## config.mk

```make
export PLATFORM = sky130hd
export DESIGN_NAME = ram32_arbiter
export DESIGN_NICKNAME = d
export VERILOG_FILES = /design/src/rtl/ram32_arb_pkg.sv /design/src/rtl/ram32_arbiter_rr_pick2.sv /design/src/rtl/ram32_arbiter.sv
export SDC_FILE = /design/constraint.sdc
export NUM_CORES = 1
export LEC_CHECK = 0
export BUFFER_PORTS_ARGS = -buffer_cell sky130_fd_sc_hd__buf_2
export CORE_AREA = 2 2 87 89
export DETAILED_ROUTE_END_ITERATION = 16
export DIE_AREA = 0 0 89 91
export GPL_ROUTABILITY_DRIVEN = 0
export PLACE_DENSITY = 0.62
export SETUP_SLACK_MARGIN = 0.3
export SYNTH_ARGS = -nofsm -noshare
export SYNTH_HDL_FRONTEND = slang
export SYNTH_SLANG_ARGS = --single-unit
```

## constraint.sdc

```tcl
create_clock -name clock -period 1.2 [get_ports clock]
set_input_delay 0.12 -clock clock [delete_from_list [all_inputs] [get_ports clock]]
set_output_delay 0.12 -clock clock [all_outputs]
set_load 0.02 [all_outputs]
```

## src/rtl/ram32_arb_pkg.sv

```systemverilog
// Shared definitions for the ram32 two-port arbiter: port indices and the
// one-hot encoding of the outstanding-read owner register.
package ram32_arb_pkg;

    // Bit positions of each requester inside grant/request/owner vectors
    localparam int PORT_I = 0;
    localparam int PORT_D = 1;

    // One-hot outstanding-read owner codes
    localparam logic [1:0] RD_NONE = 2'b00;
    localparam logic [1:0] RD_I    = 2'b01;
    localparam logic [1:0] RD_D    = 2'b10;

endpackage

```

## src/rtl/ram32_arbiter_rr_pick2.sv

```systemverilog
// Two-input round-robin picker. Holds the priority bit; after any grant the
// priority moves to the port that lost, so a lone requester never starves the
// other. mask_i removes the instruction port from eligibility (used by lock).
module rr_pick2
    import ram32_arb_pkg::*;
(
    input  logic       clock,
    input  logic       reset_n,
    input  logic [1:0] req,
    input  logic       mask_i,
    output logic [1:0] gnt
);

    logic       prio;
    logic [1:0] eligible;

    assign eligible = {req[PORT_D], req[PORT_I] & ~mask_i};

    // Pick a single winner; on conflict prio selects the data port when set
    always_comb begin
        gnt = eligible;
        if (eligible == 2'b11) begin
            gnt = prio ? RD_D : RD_I;
        end
    end

    // Priority flips to the non-granted port after each grant, holds when idle
    always_ff @(posedge clock or negedge reset_n) begin
        if (!reset_n) begin
            prio <= 1'b0;
        end else if (gnt != 2'b00) begin
            prio <= gnt[PORT_I];
        end
    end

endmodule

```

## src/rtl/ram32_arbiter.sv

```systemverilog
// Shares one single-port ram32 between a read-only instruction port and a
// read/write data port. Round-robin on conflict, optional data-port lock for
// read-modify-write, and one-cycle read data routed to the issuing port.
module ram32_arbiter
    import ram32_arb_pkg::*;
#(
    parameter int ADDR_WIDTH = 16
) (
    input  logic                  clock,
    input  logic                  reset_n,
    input  logic                  i_req,
    input  logic [ADDR_WIDTH-1:0] i_addr,
    output logic                  i_gnt,
    output logic                  i_rvalid,
    output logic [31:0]           i_rdata,
    input  logic                  d_req,
    input  logic [ADDR_WIDTH-1:0] d_addr,
    input  logic [3:0]            d_we,
    input  logic [31:0]           d_wdata,
    input  logic                  d_lock,
    output logic                  d_gnt,
    output logic                  d_rvalid,
    output logic [31:0]           d_rdata,
    output logic [ADDR_WIDTH-1:0] ram_address,
    output logic [31:0]           ram_data,
    output logic [3:0]            ram_wren,
    input  logic [31:0]           ram_q
);

    logic       locked;
    logic [1:0] rd_owner;
    logic [1:0] gnt;

    rr_pick2 u_pick (
        .clock   (clock),
        .reset_n (reset_n),
        .req     ({d_req, i_req}),
        .mask_i  (locked),
        .gnt     (gnt)
    );

    assign i_gnt = gnt[PORT_I];
    assign d_gnt = gnt[PORT_D];

    // RAM drive: granted port's address (data address when idle); writes are
    // suppressed while reset is held so nothing corrupts memory during reset
    assign ram_address = i_gnt ? i_addr : d_addr;
    assign ram_data    = d_wdata;
    assign ram_wren    = (d_gnt && reset_n) ? d_we : 4'b0000;

    // RAM output is registered, so both ports simply see q; rvalid qualifies it
    assign i_rdata  = ram_q;
    assign d_rdata  = ram_q;
    assign i_rvalid = rd_owner[PORT_I];
    assign d_rvalid = rd_owner[PORT_D];

    // Lock follows each data grant; remember which port owns next cycle's q
    always_ff @(posedge clock or negedge reset_n) begin
        if (!reset_n) begin
            locked   <= 1'b0;
            rd_owner <= RD_NONE;
        end else begin
            locked   <= d_gnt & d_lock;
            rd_owner <= {d_gnt & (d_we == 4'b0000), i_gnt};
        end
    end

endmodule

```

==> qor.yml <==
grt:
  grt_max_degree: 18
  grtUsageTotal: 0.05358
  overflow: 0
  grt_pass1_vias: 649
  antenna_found_initial: 0
  grt_pass1_wl_um: 3139
cells_and_area:
  ff_latch_area_um2: 100.1
  n_antenna_cell: 0
  multi_input_area_um2: 332.8
  final_area_mm2: 0.001094
  fin_cells: 206
  nets: 214
  nFillCells: 830
  drive_gt1_frac: 0.9252
  syn_to_final_growth_pct: -2.237
setup_path:
  r2r_start: "locked"
  path_cells: "or3b_4 -> and3_4 -> and2_4 -> buf_6"
  path_max_fanout: 4
  crit_path_start_kind: "flop"
  cp_data_arrival_time_ps: 1420
  cpPeakStageDelay_ps: 400
  crit_start: "locked"
  worstPathRequired_ps: 1080
  cpMaxStageDelayCell: "or3b_4"
  endpoint_kind: "primary output"
  crit_type: "flop to primary output"
clock_network:
  cts_max_level: 1
  clockBufferDepth: 2
  clock_latency_ps: 220
  root_buffer: "clkbuf_8"
  cts_tree: "done"
  numCtsBuffers: 3
  cts.sinks: 4
  clkTransAtPathRegs_ps: 30
sta:
  final.setup_skew_ps: 4.536
  period_needed_ps: 1541
  fmax_ghz: 0.6489
  finalSetupViolCount: 24
  worst_pin_slew_ps: 228.9
  drv_slew: 0
  fin_crit_sh: 1.284
  slew_headroom: 0.8460
  rsz0062_at_grt: "true"
  layout_setup_ws_ps: -341.2
  hold_violations: 0
power:
  power.density_mw_per_mm2: 858.4
  ir_worst_vdd_v: 0.0002281
  p_leak_uw: 0.0005678
synth:
  ys_seq_area_frac: 0.08949
  synthTopCellsByArea: "buf_4, mux2_2, dfrtp_1, mux2_1, and2_1"
  netlist_instances: 132
  synth_cell_types: 14
  synth_edf_count: 0
  yosys_warnings: 0
  syn_nets: 237
  postSynthAreaPerCell_um2: 8.474
  ys_ff_latch: 4
  synth_largest_area_cell: "buf_4"
  syn_area_mm2: 0.001119
  synth.most_common_cell: "buf_4"
  ys_top_cells_by_count: "buf_4, mux2_2, and2_1, dfrtp_1, mux2_1"
  synth_ff_type: "dfrtp_1"
  synth.top_cell.area_share: 0.6510
  synthArstFlopShare: 1.000
drt:
  vias_per_cell: 3.209
  drtIter0Drc: 7
  postRouteAntennaNets: 0
  drcViolationCount: 0
  vias: 661
  dr.pass1.iters: 2
  routed_wl_um: 2568
  wl_per_cell_um: 12.47
floorplan:
  rows: 31
  core_area_mm2: 0.007137
  ios: 225
  dieWidth_um: 89
  die_y_um: 91
  dieArea_mm2: 0.008099
  initial_utilization: 0.1567
status:
  outcome: "finished with violations"
  violations: "negative setup slack"
worst_hold_path:
  hold_path_class: "input port to flop"
  hold_start: "d_lock"
placed_design:
  numPortBuffers: 64
  post-place-cells: 200
  dpl_cell_area_um2: 899.6
run:
  maxCapViolations: 0
registers in the layout, summed over array words and instances (netlist names):
register / flops
u_pick.prio: 1
rd_owner: 2
locked: 1
power by group:
group / switching (uW) / internal (uW)
Sequential: 7.09 / 148
Clock: 69.5 / 214
Combinational: 216 / 285
Total: 292 / 646
cell type report:
cell class              instances  area share
clock buffers                   3     0.03776
inverters                       2     0.01144
multi-input cells              29      0.3043
flip-flops and latches          4     0.09153
well taps                      99      0.1133
repair buffers                 69      0.4416
placed cells by master, fill, tap and decap left out, drive strengths merged:
| cell type | instances |
|---|---|
| nand2 | 1 |
| dfrtp | 4 |
| nand3b | 1 |
| and3 | 3 |
| clkbuf | 4 |
| nor4 | 1 |
| inv | 1 |
| dlygate4sd3 | 1 |
| or3b | 1 |
| clkinv | 1 |
| o21ai | 1 |
| mux2 | 16 |
| and2 | 5 |
| buf | 67 |
cell families after synthesis:
group                  count (synthesis)  share of synthesized area
buffers and inverters                 99                     0.6577
muxes                                 16                     0.1611
and+or+nand+nor                       12                    0.08725
DFF                                    4                    0.08949
AOI/OAI and AO/OA                      1                   0.004470
worst paths after layout:
check,end,slack (ps),cells past startpoint
worst min-delay path,locked,180,2
worst max register to register,locked,-40,3
max in group asynchronous,locked,740,2
min in group asynchronous,rd_owner[1],280,2
worst min register to register,u_pick.prio,540,2
worst max-delay path,ram_wren[3],-340,4
critical path, delay by kind of cell, from the launching register on:
family                 cells  cell delay [ps]
buffers and inverters      1              120
AND/OR/NAND/NOR            3              710
flip-flops                 1              370
per-layer routing:
metal | share of wire | GRT usage | wire (um) | up-vias
li1 | - | - | - | 272
met1 | 0.25 | 0.03712 | 653 | 267
met2 | 0.43 | 0.07587 | 1110 | 82
met3 | 0.19 | 0.03000 | 485 | 40
met4 | 0.12 | 0.08831 | 319 | 0
met5 | 0 | 0 | 0 | -
metrics by stage:
stage,hold slack [ps],util,power [uW],setup slack [ps],TNS [ps]
2_1_floorplan,-175.6,-,884.0,-1.552,-16.92
3_3_place_gp,-64.24,0.1261,554.7,-136.0,-2631
3_5_place_dp,-62.72,0.1261,560.2,-164.0,-3198
4_1_cts,173.0,0.1408,884.5,-345.7,-6889
5_1_grt,191.6,0.1532,994.5,-381.5,-7597
6_report,175.0,0.1532,938.8,-341.2,-6715
what timing repair did:
action                                  4_1_cts  5_1_grt
hold buffers                                  1        0
gates cloned                                  0        1
buffers inserted                              1        0
endpoints found under the setup margin       26       26
hold endpoints to repair                      4        0
gates resized for setup                      11       22
Note: power is estimated with default switching activity, not from simulation.
